### src/rtl/hazard_control_unit_pkg.sv
// Shared pipeline definitions for the hazard control unit: cache-miss FSM states,
// the load result-source encoding and the forwarding mux select encodings.
package hazard_control_unit_pkg;

    localparam int unsigned REG_W   = 5;
    localparam int unsigned CNT_W   = 32;
    localparam int unsigned SRC_W   = 2;
    localparam int unsigned FWD_W   = 2;

    localparam logic [SRC_W-1:0] RESULT_SRC_LOAD = 2'b01;

    localparam logic [FWD_W-1:0] FWD_NONE = 2'b00;
    localparam logic [FWD_W-1:0] FWD_WB   = 2'b01;
    localparam logic [FWD_W-1:0] FWD_MEM  = 2'b10;

    typedef enum logic [1:0] {
        ST_IDLE   = 2'd0,
        ST_MISS   = 2'd1,
        ST_RESUME = 2'd2
    } miss_state_e;

endpackage

### src/rtl/hazard_control_unit_forward_select.sv
// ALU operand forwarding select for one execute-stage source register.
module forward_select
    import hazard_control_unit_pkg::*;
(
    input  logic [REG_W-1:0] rs,
    input  logic [REG_W-1:0] rd_m,
    input  logic [REG_W-1:0] rd_w,
    input  logic             reg_write_m,
    input  logic             reg_write_w,
    output logic [FWD_W-1:0] fwd_c
);

    // Memory stage holds the younger result, so it wins over writeback.
    always_comb begin
        fwd_c = FWD_NONE;
        if (reg_write_m && (rd_m != '0) && (rd_m == rs)) begin
            fwd_c = FWD_MEM;
        end else if (reg_write_w && (rd_w != '0) && (rd_w == rs)) begin
            fwd_c = FWD_WB;
        end
    end

endmodule

### src/rtl/hazard_control_unit.sv
// Pipeline hazard control: operand forwarding, load-use stall, branch flush,
// data-cache miss freeze FSM and a stall-cycle performance counter.
module hazard_control_unit
    import hazard_control_unit_pkg::*;
(
    input  logic             clk,
    input  logic             rst,
    input  logic [REG_W-1:0] Rs1D,
    input  logic [REG_W-1:0] Rs2D,
    input  logic [REG_W-1:0] Rs1E,
    input  logic [REG_W-1:0] Rs2E,
    input  logic [REG_W-1:0] RdE,
    input  logic [REG_W-1:0] RdM,
    input  logic [REG_W-1:0] RdW,
    input  logic             RegWriteM,
    input  logic             RegWriteW,
    input  logic [SRC_W-1:0] ResultSrcE,
    input  logic             PCSrcE,
    input  logic             CacheMissM,
    input  logic             CacheReadyM,
    output logic             StallF,
    output logic             StallD,
    output logic             StallE,
    output logic             StallM,
    output logic             StallW,
    output logic             FlushD,
    output logic             FlushE,
    output logic [FWD_W-1:0] ForwardAE,
    output logic [FWD_W-1:0] ForwardBE,
    output logic [CNT_W-1:0] StallCycles
);

    miss_state_e state, next_state;
    logic        freeze;
    logic        lw_stall;

    forward_select u_fwd_a (
        .rs          (Rs1E),
        .rd_m        (RdM),
        .rd_w        (RdW),
        .reg_write_m (RegWriteM),
        .reg_write_w (RegWriteW),
        .fwd_c       (ForwardAE)
    );

    forward_select u_fwd_b (
        .rs          (Rs2E),
        .rd_m        (RdM),
        .rd_w        (RdW),
        .reg_write_m (RegWriteM),
        .reg_write_w (RegWriteW),
        .fwd_c       (ForwardBE)
    );

    assign lw_stall = (ResultSrcE == RESULT_SRC_LOAD) && (RdE != '0) &&
                      ((RdE == Rs1D) || (RdE == Rs2D));

    always_ff @(posedge clk) begin
        if (rst) begin
            state <= ST_IDLE;
        end else begin
            state <= next_state;
        end
    end

    // Freeze starts in the same cycle the miss is first seen in IDLE.
    always_comb begin
        next_state = state;
        freeze     = 1'b0;
        StallF     = 1'b0;
        StallD     = 1'b0;
        StallE     = 1'b0;
        StallM     = 1'b0;
        StallW     = 1'b0;
        FlushD     = 1'b0;
        FlushE     = 1'b0;

        case (state)
            ST_IDLE: begin
                if (CacheMissM) begin
                    freeze     = 1'b1;
                    next_state = ST_MISS;
                end
            end
            ST_MISS: begin
                freeze = 1'b1;
                if (CacheReadyM) begin
                    next_state = ST_RESUME;
                end
            end
            ST_RESUME: begin
                freeze     = 1'b1;
                next_state = ST_IDLE;
            end
            default: begin
                next_state = ST_IDLE;
            end
        endcase

        if (freeze) begin
            StallF = 1'b1;
            StallD = 1'b1;
            StallE = 1'b1;
            StallM = 1'b1;
            StallW = 1'b1;
        end else if (PCSrcE) begin
            FlushD = 1'b1;
            FlushE = 1'b1;
        end else if (lw_stall) begin
            StallF = 1'b1;
            StallD = 1'b1;
            FlushE = 1'b1;
        end
    end

    always_ff @(posedge clk) begin
        if (rst) begin
            StallCycles <= '0;
        end else if (StallF) begin
            StallCycles <= StallCycles + CNT_W'(1);
        end
    end

endmodule

### config.mk
export PLATFORM = sky130hd
export DESIGN_NAME = hazard_control_unit
export DESIGN_NICKNAME = d
export VERILOG_FILES = /design/src/rtl/hazard_control_unit_pkg.sv /design/src/rtl/hazard_control_unit_forward_select.sv /design/src/rtl/hazard_control_unit.sv
export SDC_FILE = /design/constraint.sdc
export NUM_CORES = 1
export LEC_CHECK = 0
export CAP_MARGIN = 20
export CELL_PAD_IN_SITES_DETAIL_PLACEMENT = 1
export CELL_PAD_IN_SITES_GLOBAL_PLACEMENT = 2
export CORE_MARGIN = 2
export CORE_UTILIZATION = 22
export CTS_BUF_LIST = sky130_fd_sc_hd__clkbuf_8
export CTS_CLUSTER_DIAMETER = 40
export DETAILED_ROUTE_END_ITERATION = 10
export PLACE_DENSITY_LB_ADDON = 0.1
export SYNTH_ARGS = -nofsm -noshare
export SYNTH_HDL_FRONTEND = slang
export SYNTH_HIERARCHICAL = 1
export SYNTH_SLANG_ARGS = --single-unit
### constraint.sdc
create_clock -name clk -period 2.06 [get_ports clk]
set_clock_uncertainty 0.2 [all_clocks]
set_input_delay 0.206 -clock clk [delete_from_list [all_inputs] [get_ports clk]]
set_output_delay 0.206 -clock clk [all_outputs]
set_load 0.02 [all_outputs]
=== Word-level counts from Yosys, hierarchy flattened ===
Index checks and enable logic that the tools add are counted.

* Register bits: 34
* Output and inout port bits: 43
* Logic and storage cells: 46

* $add $sub $neg: 1
* Mux-type cells: 17
* Equality and inequality tests: 11
* Reductions and logical operators: 15

{| class="wikitable"
|+ Operator list
! operator !! number
|-
| 32-bit by 1-bit adder with 32-bit output, second input constant || 1
|-
| 5-bit == test || 6
|-
| 5-bit nonzero test || 3
|-
| 1-bit 2-to-1 mux || 11
|-
| 1-bit logical AND || 8
|-
| 2-bit 2-to-1 mux || 4
|-
| 2-bit by 1-bit == test with 1-bit output, second input constant || 2
|-
| 2-bit != test, second input constant || 2
|-
| 2-bit one-hot mux with 2 select lines || 1
|-
| 2-bit == test, second input constant || 1
|-
| 2-bit logical NOT || 1
|-
| 1-bit one-hot mux with 2 select lines || 1
|-
| 2-bit AND reduction || 1
|-
| 2-bit OR reduction || 1
|-
| 1-bit logical OR || 1
|}

=== Depth between registers and ports, before layout ===
Gate-level depths: netlist (run 1).

* Word-level depth: 6
* Gate-level depth with buffers: 9

=== Modules after synthesis ===
The synthesis (run 1) kept the hierarchy.

{| class="wikitable"
|+ Modules (own cells, without submodules)
! module !! sequential area each (µm²) !! instances !! area each (µm²) !! cells an instance
|-
| hazard_control_unit || 680.7 || 1 || 1921.8 || 246
|-
| forward_select || 0.0 || 2 || 151.4 || 20
|}

=== Least setup slack after synthesis (run 1) ===
No wires, ideal clock.

* Path type: flip-flop to output port
* Start: reg state[0]
* End: out StallF
* Arrival time: 1991 ps
* Buffers on the path: 3
* Cell stages (with the launch flop): 10
* Setup slack: -337 ps
* Required time: 1654 ps
* Cells stage by stage: dfxtp_1 > inv_1 > ha_1 > a21oi_1 > nor2_1 > a31oi_1 > clkbuf_1 > buf_2 > inv_1 > buf_4

* Longest elaborated chain between the ends: 4
* Elaborated cells between the ends (all ways): 6
* Classes of those cells: eq/ne (2); mux (2); reduce/logical (2)

{| class="wikitable"
|+ RTL lines
! element !! RTL line !! RTL
|-
| start: declaration || hazard_control_unit.sv:33 || <nowiki>miss_state_e state, next_state;</nowiki>
|-
| start signal: assignment || hazard_control_unit.sv:62 || <nowiki>state <= next_state;</nowiki>
|-
| 2-bit by 1-bit == test with 1-bit output or 2-bit == test (tied branches) || hazard_control_unit.sv:78 || <nowiki>case (state)</nowiki>
|-
| 2-bit OR reduction (no line) || - ||
|-
| 1-bit one-hot mux with 2 select lines (*) || hazard_control_unit.sv:78 ||
|-
| 1-bit 2-to-1 mux (*) || - ||
|-
| end: declaration || hazard_control_unit.sv:21 || <nowiki>output logic StallF,</nowiki>
|}

Every way passes the cells marked *; elsewhere a longest branch is shown, timed or not.

=== Worst setup path after layout (run 1) ===
* Start: reg StallCycles[8]
* End: reg StallCycles[27]

* Longest elaborated chain between the ends: 1

{| class="wikitable"
|+ RTL lines
! element !! RTL line !! RTL
|-
| start: declaration || hazard_control_unit.sv:30 || <nowiki>output logic [CNT_W-1:0] StallCycles</nowiki>
|-
| start signal: assignment || hazard_control_unit.sv:120 || <nowiki>StallCycles <= StallCycles + CNT_W'(1);</nowiki>
|-
| 32-bit by 1-bit adder with 32-bit output || hazard_control_unit.sv:120 ||
|}

No other way between the ends.
A chain may end at the register's enable or synchronous reset.

==> results of run 1 <==
==> power by group through the flow <==
| stage | Combinational (mW) | Clock, mW | Sequential, mW |
|---|---|---|---|
| floorplan | 0.490 | 0 | 0.759 |
| global placement | 0.947 | 0 | 0.727 |
| detailed placement | 0.962 | 0 | 0.728 |
| CTS | 1.12 | 0.491 | 0.715 |
| global route | 1.30 | 0.521 | 0.722 |
| finish | 1.19 | 0.478 | 0.715 |
==> worst max-delay path: stages, from the launching register on <==
cell	delay [ns]
dfxtp_4	0.34
nand4_1	0.13
or3_4	0.45
or3_4	0.37
or4_4	0.43
a21oi_2	0.13
==> registers in the layout, summed over array words and instances, names as in the netlist <==
| name | count |
|---|---|
| StallCycles | 32 |
| state | 2 |
==> routing by layer <==
layer | global-route usage [%] | vias to the layer above | wire, um
li1 | - | 1338 | -
met1 | 19.9 | 1301 | 3780
met5 | 0 | - | 0
met4 | 3.47 | 0 | 68
met3 | 2.68 | 9 | 271
met2 | 27.8 | 45 | 4420
==> through the flow <==
| stage | instances | power [mW] | TNS [ns] |
|---|---|---|---|
| finish | 565 | 2.38 | -0.0554 |
| global route | 565 | 2.54 | -0.992 |
| CTS | 560 | 2.33 | -0.110 |
| detailed placement | 547 | 1.69 | -16.32 |
| global placement | 547 | 1.67 | -15.19 |
| floorplan | 286 | 1.25 | -0.0112 |
==> worst min path at each step <==
stage                         start  cells past startpoint               to  slack (ns)
global placement    StallCycles[31]                      2  StallCycles[31]        0.27
global route        StallCycles[31]                      2  StallCycles[31]        0.33
floorplan                  state[1]                      2         state[1]        0.29
finish              StallCycles[31]                      2  StallCycles[31]        0.30
CTS                 StallCycles[31]                      2  StallCycles[31]        0.30
detailed placement  StallCycles[31]                      2  StallCycles[31]        0.29
==> layout make-up <==
type / instances / area, um2
clock buffers: 5 / 68.8
clock inverters: 3 / 11.3
fillers: 1178 / 5730
inverters: 10 / 37.5
multi-input cells: 225 / 1660
flip-flops and latches: 34 / 709
well taps: 133 / 166
repair buffers: 155 / 1390
==> kinds of logic (layout without fill, tap and decap cells) <==
family                     count (synthesis)  count (layout)
AOI/OAI and AO/OA                         71              71
and+or+nand+nor                          117             117
muxes                                      4               4
buffers and inverters                     27             173
adders and majority gates                  6               6
xor gates and xnor gates                  27              27
DFF                                       34              34
==> cells in the final DEF (no fill, tap or decap), drive strengths merged, types with 3 or more instances in the layout <==
cell            n
o21ai          19
mux2i           3
nand3          19
nor2           15
dfxtp          34
nand2          15
o31ai          10
buf            76
ha              6
nor4            3
inv            13
a21oi          35
clkbuf          5
nand4          11
clkdlybuf4s50  50
nand2b          3
or3            21
xor2            7
and3            4
or4            10
nor3           10
dlygate4sd2    26
xnor2          20
==> what timing repair did <==
action | in CTS | in global routing
buffers inserted | 4 | 5
pin swaps | 20 | 29
setup endpoints to repair | 42 | 31
gates resized for setup | 79 | 41
cloned | 1 | 0
hold endpoints to repair | 0 | 0
==> reports/qor.yml, run 1 <==
detailed_routing:
  post-route-drc-count: 0
  drt-vias-per-instance: 4.77
  route.vias.total: 2693
  totalWireLength_um: 8530
  drt_iter0_markers: 100
  wl_per_cell_um: 15.1
  drtPass1Iterations: 4
  ant_nets: 0
clock_tree:
  cts_tree: "yes"
  postCtsHoldBufs: 0
  clk_latency_ns: 0.29
  cts_max_path_buffers: 2
  cts_root_buffer: "clkbuf_8"
  cts_buffers: 5
  cts-htree-levels: 2
  clk_pin_slew_ns: 0.07
  clock_sinks: 34
placement:
  port_buffers: 86
  place_ws_ns: -0.530
  place_area_um2: 3680
  gp_congestion: 0.760
  dp_hpwl_um: 6530
timing:
  slew_viol_final: 0
  finalCriticalPeriod_ns: 2.12
  grt_setup_unrepaired: "true"
  period_share_pct: 103
  worstMarginPinSlew_ns: 0.331
  holdWs_ns: 0.302
  hold_viol_final: 0
  setup_viol: 1
  fmax_ghz: 0.473
  worst_slack_ns: -0.0554
  relSlewSlack_pct: 77.8
final_layout:
  final_area_um2: 4040
  utilization_pct: 41.3
  area_growth_pct: 81.6
  drive_gt1_share_pct: 34.7
  antenna_cells: 0
  nets: 481
setup_path:
  path_class: "reg2reg"
  cp_max_fo: 4
  rrSetupSlack_ns: -0.06
  critical_path.endpoint_type: "flop"
  crit_path_start: "StallCycles[8]"
  worstReg2RegEnd: "StallCycles[27]"
  required_ns: 2.08
  r2r_start: "StallCycles[8]"
  crit_arrival_ns: 2.14
  cp-start-kind: "flop"
  reg2reg_depth: 5
  crit_end: "StallCycles[27]"
global_routing:
  overflow: 0
  grt_first_pass_wirelength_um: 14000
  grt_pass1_vias: 2782
  antenna_found_initial: 0
  global_route.usage.total_pct: 15.7
  grt_max_degree: 18
power_and_ir_drop:
  netSwitchingFraction_pct: 35.4
  p_comb_share_pct: 50.0
  internal_power_mw: 1.54
  p_leak_nw: 1.52
  p_switching_mw: 0.845
  vdd_drop_max_mv: 0.378
  p_clk_share_pct: 20.0
  powerDensity_nw_per_um2: 590
  p_seq_share_pct: 30.0
floorplanning:
  rows: 36
  die_area_um2: 10900
  start_util_pct: 22.8
  die_h_um: 105
  coreArea_um2: 9770
  die_w_um: 105
  num_io_pins: 87
hold_path:
  hold_path_class: "reg2reg"
synth:
  syn_inst: 286
  syn_avg_cell_area_um2: 7.78
  syn_area_um2: 2220
  yosysWarnings: 6
  synth_seq_cells: 34
  synth_compound_gate_area_share_pct: 19.0
  yosysMostFrequentCell: "a21oi_1"
  synthArstFlopShare_pct: 0
  ys_seq_area_share_pct: 30.6
  synth_adder_area_share_pct: 3.37
  synth.area.mux_share_pct: 1.86
  synth_top_family_by_area: "simple AND/OR/NAND/NOR gates"
  synth_flop_cell: "dfxtp_1"
  synth_area_leaders: "dfxtp_1, a21oi_1, xnor2_1"
  yosys.area.top_type_share_pct: 30.6
  yosys.area_share.xor_xnor_pct: 10.6
  yosys.area_share.simple_pct: 29.4
  synth_edf_count: 0
  synth.largest_area_cell: "dfxtp_1"
  synth_nets: 336
  synth_cell_types: 33
  synthTopCellsByCount: "a21oi_1, dfxtp_1, or3_1, xnor2_1"
run_status:
  status: "finished with violations"
  violations: "negative setup slack"
job:
  drv_cap: 0
(Power assumes the default switching activity.)
==> run 2, diff against run 1 <==
--- a/config.mk
+++ b/config.mk
@@ -5,11 +5,12 @@
 export SDC_FILE = /design/constraint.sdc
 export NUM_CORES = 1
 export LEC_CHECK = 0
+export ABC_AREA = 1
 export CAP_MARGIN = 20
 export CELL_PAD_IN_SITES_DETAIL_PLACEMENT = 1
 export CELL_PAD_IN_SITES_GLOBAL_PLACEMENT = 2
 export CORE_MARGIN = 2
-export CORE_UTILIZATION = 22
+export CORE_UTILIZATION = 21
 export CTS_BUF_LIST = sky130_fd_sc_hd__clkbuf_8
 export CTS_CLUSTER_DIAMETER = 40
 export DETAILED_ROUTE_END_ITERATION = 10
==> run 2 against run 1 <==
The flow now finishes without violations. Worst hold slack worse by 0.0036 ns. Flip-flop and latch count stayed put. Die area is 28% higher. Sequential share of layout area is 1.9 points lower. Clock power is 17% higher. Register-to-register slack better by 0.06 ns. Synthesized area is 24% higher. Via count is 24% higher. Global-route usage is 1.7 points lower. Maximum frequency is 2.8% higher. Utilization is 6.9 points lower. Wire length is 22% higher. Critical path type unchanged. Largest power group unchanged.
==> reports/qor.yml, run 2 <==
clock_tree:
  cts-htree-levels: 2  # unchanged
  cts_buffers: 5  # unchanged
  cts_root_buffer: "clkbuf_8"  # unchanged
  clock_sinks: 34  # unchanged
  clk_pin_slew_ns: 0.08  # was 0.07 ns
  cts_tree: "yes"  # unchanged
  postCtsHoldBufs: 0  # unchanged
  cts_max_path_buffers: 2  # unchanged
  clk_latency_ns: 0.30  # was 0.29 ns
setup_path:
  crit_arrival_ns: 2.05  # was 2.14 ns
  cp_max_fo: 5  # was 4
  critical_path.endpoint_type: "flop"  # unchanged
  required_ns: 2.06  # was 2.08 ns
  path_class: "reg2reg"  # unchanged
  cp-start-kind: "flop"  # unchanged
  reg2reg_depth: 12  # was 5
timing:
  fmax_ghz: 0.486  # was 0.473 GHz
  slew_viol_final: 0  # unchanged
  period_share_pct: 99.9  # was 103%
  finalCriticalPeriod_ns: 2.06  # was 2.12 ns
  hold_viol_final: 0  # unchanged
  worst_slack_ns: 0.00296  # was -0.0554 ns
  worstMarginPinSlew_ns: 0.337  # was 0.331 ns
  grt_setup_unrepaired: "true"  # unchanged
  holdWs_ns: 0.299  # was 0.302 ns
  relSlewSlack_pct: 77.5  # was 77.8%
  setup_tns_ns: 0  # was -0.0554 ns
  setup_viol: 0  # was 1
power_and_ir_drop:
  p_seq_share_pct: 20.9  # was 30.0%
  p_clk_share_pct: 12.3  # was 20.0%
  p_switching_mw: 2.02  # was 0.845 mW
  internal_power_mw: 2.53  # was 1.54 mW
  p_comb_share_pct: 66.8  # was 50.0%
  finalPower_mw: 4.55  # was 2.38 mW
  powerDensity_nw_per_um2: 1040  # was 590 nW/um2
  netSwitchingFraction_pct: 44.5  # was 35.4%
  vdd_drop_max_mv: 0.596  # was 0.378 mV
  p_leak_nw: 1.96  # was 1.52 nW
final_layout:
  n_fill_cell: 1678  # was 1,178
  utilization_pct: 34.4  # was 41.3%
  final_common_cell: "nand2_1"  # was buf_4
  drive_gt1_share_pct: 18.8  # was 34.7%
  final_cell_mix: "nand2_1, nor2_1, clkdlybuf4s50_1, inv_1, nand3_1"  # was buf_4, clkdlybuf4s50_1, dlygate4sd2_1, a21oi_1, dfxtp_1
  nets: 654  # was 481
  largest_register_ffs: 32  # unchanged
  stdcell_count: 777  # was 565
  largest_register: "StallCycles"  # unchanged
  reg_top3: "StallCycles: 32 flops, state: 2 flops"  # unchanged
  area_growth_pct: 58.9  # was 81.6%
  final_area_um2: 4380  # was 4040 um2
  antenna_cells: 0  # unchanged
detailed_routing:
  drtPass1Iterations: 4  # unchanged
  route.vias.total: 3338  # was 2,693
  drt_iter0_markers: 101  # was 100
  wl_per_cell_um: 13.4  # was 15.1 um
  post-route-drc-count: 0  # unchanged
  totalWireLength_um: 10400  # was 8530 um
  ant_nets: 0  # unchanged
  drt-vias-per-instance: 4.30  # was 4.77
synth:
  synth_area_leaders: "dfxtp_1, nand2_1, nor2_1"  # was dfxtp_1, a21oi_1, xnor2_1
  yosys.area.top_type_share_pct: 24.7  # was 30.6%
  syn_inst: 481  # was 286
  synth_edf_count: 0  # unchanged
  synth_nets: 531  # was 336
  synthArstFlopShare_pct: 0  # unchanged
  synth.largest_area_cell: "dfxtp_1"  # unchanged
  synth_seq_cells: 34  # unchanged
  syn_area_um2: 2750  # was 2220 um2
  ys_seq_area_share_pct: 24.7  # was 30.6%
  synthTopCellsByCount: "nand2_1, nor2_1, inv_1"  # was a21oi_1, dfxtp_1, or3_1, xnor2_1
  yosysWarnings: 6  # unchanged
  synth_cell_types: 28  # was 33
  yosysMostFrequentCell: "nand2_1"  # was a21oi_1
  synth_flop_cell: "dfxtp_1"  # unchanged
  syn_avg_cell_area_um2: 5.73  # was 7.78 um2
global_routing:
  grt_pass1_vias: 3272  # was 2,782
  overflow: 0  # unchanged
  grt_max_degree: 27  # was 18
  grt_first_pass_wirelength_um: 16100  # was 14,000 um
  antenna_found_initial: 0  # unchanged
  global_route.usage.total_pct: 14.0  # was 15.7%
floorplanning:
  rows: 41  # was 36
  die_w_um: 119  # was 105 um
  die_area_um2: 14000  # was 10,900 um2
  coreArea_um2: 12700  # was 9770 um2
  die_h_um: 119  # was 105 um
  num_io_pins: 87  # unchanged
  start_util_pct: 21.6  # was 22.8%
hold_path:
  whs_path_depth: 2  # unchanged
  hold_path_class: "reg2reg"  # unchanged
placement:
  place_ws_ns: -0.406  # was -0.530 ns
  dp_cells: 761  # was 547
  gp_congestion: 0.759  # was 0.760
  place_area_um2: 4020  # was 3680 um2
  port_buffers: 86  # unchanged
  dp_hpwl_um: 7880  # was 6530 um
run_status:
  status: "finished, final reports clean"  # was finished with violations
job:
  drv_cap: 0  # unchanged
==> run 2: area by class of cell <==
cell class	instances	area (um2)	share of cell area, %
Sequential cell	34	684	15.6
Clock inverter	2	12.5	0.286
Inverter	69	265	6.06
Clock buffer	6	82.6	1.89
Tap cell	172	215	4.92
Timing Repair Buffer	128	1260	28.7
Multi-Input combinational cell	366	1860	42.5
==> run 2: power groups by stage <==
stage / Sequential, mW / Combinational (mW) / Clock, mW
final: 0.949 / 3.04 / 0.561
after global routing: 0.971 / 3.31 / 0.608
after CTS: 0.946 / 2.42 / 0.585
after detailed placement: 0.954 / 2.38 / 0
after global placement: 0.954 / 2.35 / 0
after floorplan: 1.09 / 1.23 / 0
==> run 2: layer usage <==
layer  vias to the layer above  wire length (um)  global-route usage (%)
met5                         -                 0                       0
met4                         0                99                    2.46
li1                       1741                 -                       -
met1                      1528              5140                    18.4
met3                        10               369                    2.61
met2                        59              4770                    24.2
==> run 2: cell families after synthesis <==
kind of cell	share of synthesized area (%)
AOI/OAI and AO/OA	7.09
xor gates and xnor gates	4.13
adders and majority gates	2.73
buffers and inverters	12.6
DFF	24.7
and+or+nand+nor	48.7
==> run 2: repair_timing <==
action	4_1_cts	5_1_grt
gates cloned	0	4
pin swaps	5	8
setup endpoints to repair	26	37
buffers inserted	1	3
resized for setup	44	48
==> run 2: worst paths after layout <==
check	start	to	slack, ns
setup reg to reg	state[0]	StallCycles[19]	0.003
setup / recovery	state[0]	StallCycles[19]	0.003
hold / removal	state[0]	state[0]	0.30
hold reg to reg	state[0]	state[0]	0.30
==> run 2: worst max-delay path, cell delays in order, from the launching register on <==
cell and delay [ns]:
dfxtp_2 0.36, inv_4 0.05, ha_4 0.25, inv_2 0.04
a21oi_4 0.21, nor2_4 0.08, buf_6 0.12, nor2_4 0.19
nand3_2 0.13, nor2_2 0.12, nand3_1 0.09, nand2_1 0.07
nor2_1 0.04
==> run 3, diff against run 2 <==
--- a/config.mk
+++ b/config.mk
@@ -10,10 +10,11 @@
 export CELL_PAD_IN_SITES_DETAIL_PLACEMENT = 1
 export CELL_PAD_IN_SITES_GLOBAL_PLACEMENT = 2
 export CORE_MARGIN = 2
-export CORE_UTILIZATION = 21
+export CORE_UTILIZATION = 29
 export CTS_BUF_LIST = sky130_fd_sc_hd__clkbuf_8
 export CTS_CLUSTER_DIAMETER = 40
 export DETAILED_ROUTE_END_ITERATION = 10
+export DONT_BUFFER_PORTS = 1
 export PLACE_DENSITY_LB_ADDON = 0.1
 export SYNTH_ARGS = -nofsm -noshare
 export SYNTH_HDL_FRONTEND = slang
==> run 3 against run 2 <==
Power is 18% lower. Cell area fell by 21%. Worst hold slack got worse by 0.15 ns. Critical endpoint is now FlushE. Largest cell class unchanged. Largest power group unchanged.
==> reports/qor.yml, run 3 (same netlist as run 2, synthesis figures left out) <==
timing:
  fmax_ghz: 0.500  # was 0.486 GHz
  hold_viol_final: 0  # unchanged
  worstMarginPinSlew_ns: 0.401  # was 0.337 ns
  grt_setup_unrepaired: "true"  # unchanged
  holdWs_ns: 0.153  # was 0.299 ns
  setup_tns_ns: 0  # unchanged
  setup_viol: 0  # unchanged
  slew_viol_final: 0  # unchanged
  finalCriticalPeriod_ns: 2.00  # was 2.06 ns
  period_share_pct: 97.0  # was 99.9%
  relSlewSlack_pct: 73.3  # was 77.5%
final_layout:
  largest_register: "StallCycles"  # unchanged
  final_cell_mix: "nand2_1, nor2_1, inv_1, buf_4, nand3_1"  # was nand2_1, nor2_1, clkdlybuf4s50_1, inv_1, nand3_1
  drive_gt1_share_pct: 18.6  # was 18.8%
  n_fill_cell: 1244  # was 1,678
  multiInputGateArea_um2: 1800  # was 1860 um2
  seqCellArea_um2: 686  # was 684 um2
  area_growth_pct: 26.1  # was 58.9%
  nets: 582  # was 654
  largest_register_ffs: 32  # unchanged
  antenna_cells: 0  # unchanged
  reg_top3: "StallCycles: 32 flops, state: 2 flops"  # unchanged
  final_common_cell: "nand2_1"  # unchanged
global_routing:
  use_met2_pct: 32.9  # was 24.2%
  global_route.usage.total_pct: 18.6  # was 14.0%
  antenna_found_initial: 0  # unchanged
  top_usage_layer: "met2"  # unchanged
  overflow: 0  # unchanged
  grtUsageMet1_pct: 23.1  # was 18.4%
  grt_pass1_vias: 3207  # was 3,272
  grt_first_pass_wirelength_um: 15300  # was 16,100 um
  met3_usage_pct: 4.62  # was 2.61%
  grt_max_degree: 33  # was 27
clock_tree:
  cts_root_buffer: "clkbuf_8"  # unchanged
  clk_latency_ns: 0.29  # was 0.30 ns
  clk_pin_slew_ns: 0.08  # about the same
  clock_sinks: 34  # unchanged
  cts_tree: "yes"  # unchanged
  cts_buffers: 5  # unchanged
  cts_max_path_buffers: 2  # unchanged
  cts-htree-levels: 2  # unchanged
setup_path:
  cp_max_fo: 4  # was 5
  cp-start-kind: "flop"  # unchanged
  max_stage_delay_ns: 0.37  # was 0.36 ns
  crit_chain: "inv_4, ha_4, inv_2, a21oi_4, buf_12, o21ai_4, buf_6"  # was inv_4, ha_4, inv_2, a21oi_4, nor2_4, buf_6, nor2_4, nand3_2, nor2_2, nand3_1, nand2_1, nor2_1
  required_ns: 1.65  # was 2.06 ns
  crit_arrival_ns: 1.59  # was 2.05 ns
  path_class: "reg2out"  # was reg2reg
  critical_path.endpoint_type: "primary output"  # was flop
  slowest_stage: "dfxtp_4"  # was dfxtp_2
placement:
  gp_congestion: 0.783  # was 0.759
  port_buffers: 0  # was 86
  dp_hpwl_um: 7120  # was 7880 um
power_and_ir_drop:
  finalPower_mw: 3.72  # was 4.55 mW
  p_leak_nw: 1.64  # was 1.96 nW
  vdd_drop_max_mv: 0.782  # was 0.596 mV
  powerDensity_nw_per_um2: 1070  # was 1040 nW/um2
floorplanning:
  start_util_pct: 29.8  # was 21.6%
  die_w_um: 101  # was 119 um
  coreArea_um2: 9240  # was 12,700 um2
  rows: 35  # was 41
  die_h_um: 101  # was 119 um
  die_area_um2: 10300  # was 14,000 um2
  num_io_pins: 87  # unchanged
job:
  drv_cap: 0  # unchanged
detailed_routing:
  totalWireLength_um: 9000  # was 10,400 um
  route.vias.total: 3058  # was 3,338
  drtPass1Iterations: 4  # unchanged
  ant_nets: 0  # unchanged
  drt-vias-per-instance: 4.62  # was 4.30
  wl_per_cell_um: 13.6  # was 13.4 um
  drt_iter0_markers: 47  # was 101
  post-route-drc-count: 0  # unchanged
run_status:
  status: "finished, final reports clean"  # unchanged
hold_path:
  hold_path_class: "in2reg"  # was reg2reg
==> run 3: cell count changes in the layout (fill, tap and decap cells not counted), moves of 5 or more <==
cell,previous run,this run
nor2_2,12,7
clkdlybuf4s50_1,71,0
buf_6,6,1
buf_4,33,48
nor2_1,85,92
clkbuf_2,7,0
==> run 3: final cells by class <==
class	instances	share of cell area, %
clock inverter	2	0.252
timing repair buffer	56	13.4
sequential	34	19.7
inverter	69	7.60
clock buffer	6	2.38
tap	129	4.65
multi-input combinational	366	51.9
==> run 3: through the flow <==
step | setup WS (ns) | utilization [%] | instances | area, um2
after floorplan | 0.0119 | - | 481 | 2760
after global placement | 0.141 | 34.5 | 644 | 3190
after detailed placement | 0.0445 | 34.5 | 644 | 3190
after CTS | 0.00448 | 36.6 | 656 | 3380
after global routing | -0.0113 | 37.6 | 662 | 3470
final | 0.0610 | 37.6 | 662 | 3470
==> run 3: power breakdown <==
part	total (mW)	switching [mW]	leakage (nW)	internal, mW
sequential	0.947	0.147	0.278	0.799
clock	0.524	0.258	0.0524	0.265
combinational	2.25	1.32	1.31	0.930
total	3.72	1.73	1.64	1.99
==> run 3: per-layer routing <==
layer	share of wire, %	up-vias	wire length (um)
met5	0	-	0
met4	0.61	0	55
met3	5.5	7	498
met2	49	51	4370
met1	45	1409	4080
li1	-	1591	-
==> run 3: worst paths after layout <==
| check | from | end | slack (ns) | cells past startpoint |
|---|---|---|---|---|
| worst min register to register | StallCycles[9] | StallCycles[9] | 0.36 | 2 |
| worst min-delay path | rst | StallCycles[20] | 0.15 | 4 |
| worst max-delay path | state[0] | FlushE | 0.06 | 7 |
| worst max register to register | state[1] | state[0] | 0.11 | 7 |
==> run 3: critical path, delay by kind of cell, from the launching register on <==
kind | cells | cell delay (ns)
adder cells (fa/ha/maj) | 1 | 0.25
buffers and inverters | 4 | 0.39
AO/OA/AOI/OAI | 2 | 0.29
flip-flops | 1 | 0.37
==> run 3: what timing repair did <==
action	CTS	global route
resized for setup	18	10
pin swaps	3	2
setup endpoints to repair	3	21
endpoints found under the hold margin	4	0
setup buffers	1	6
hold buffers	4	0
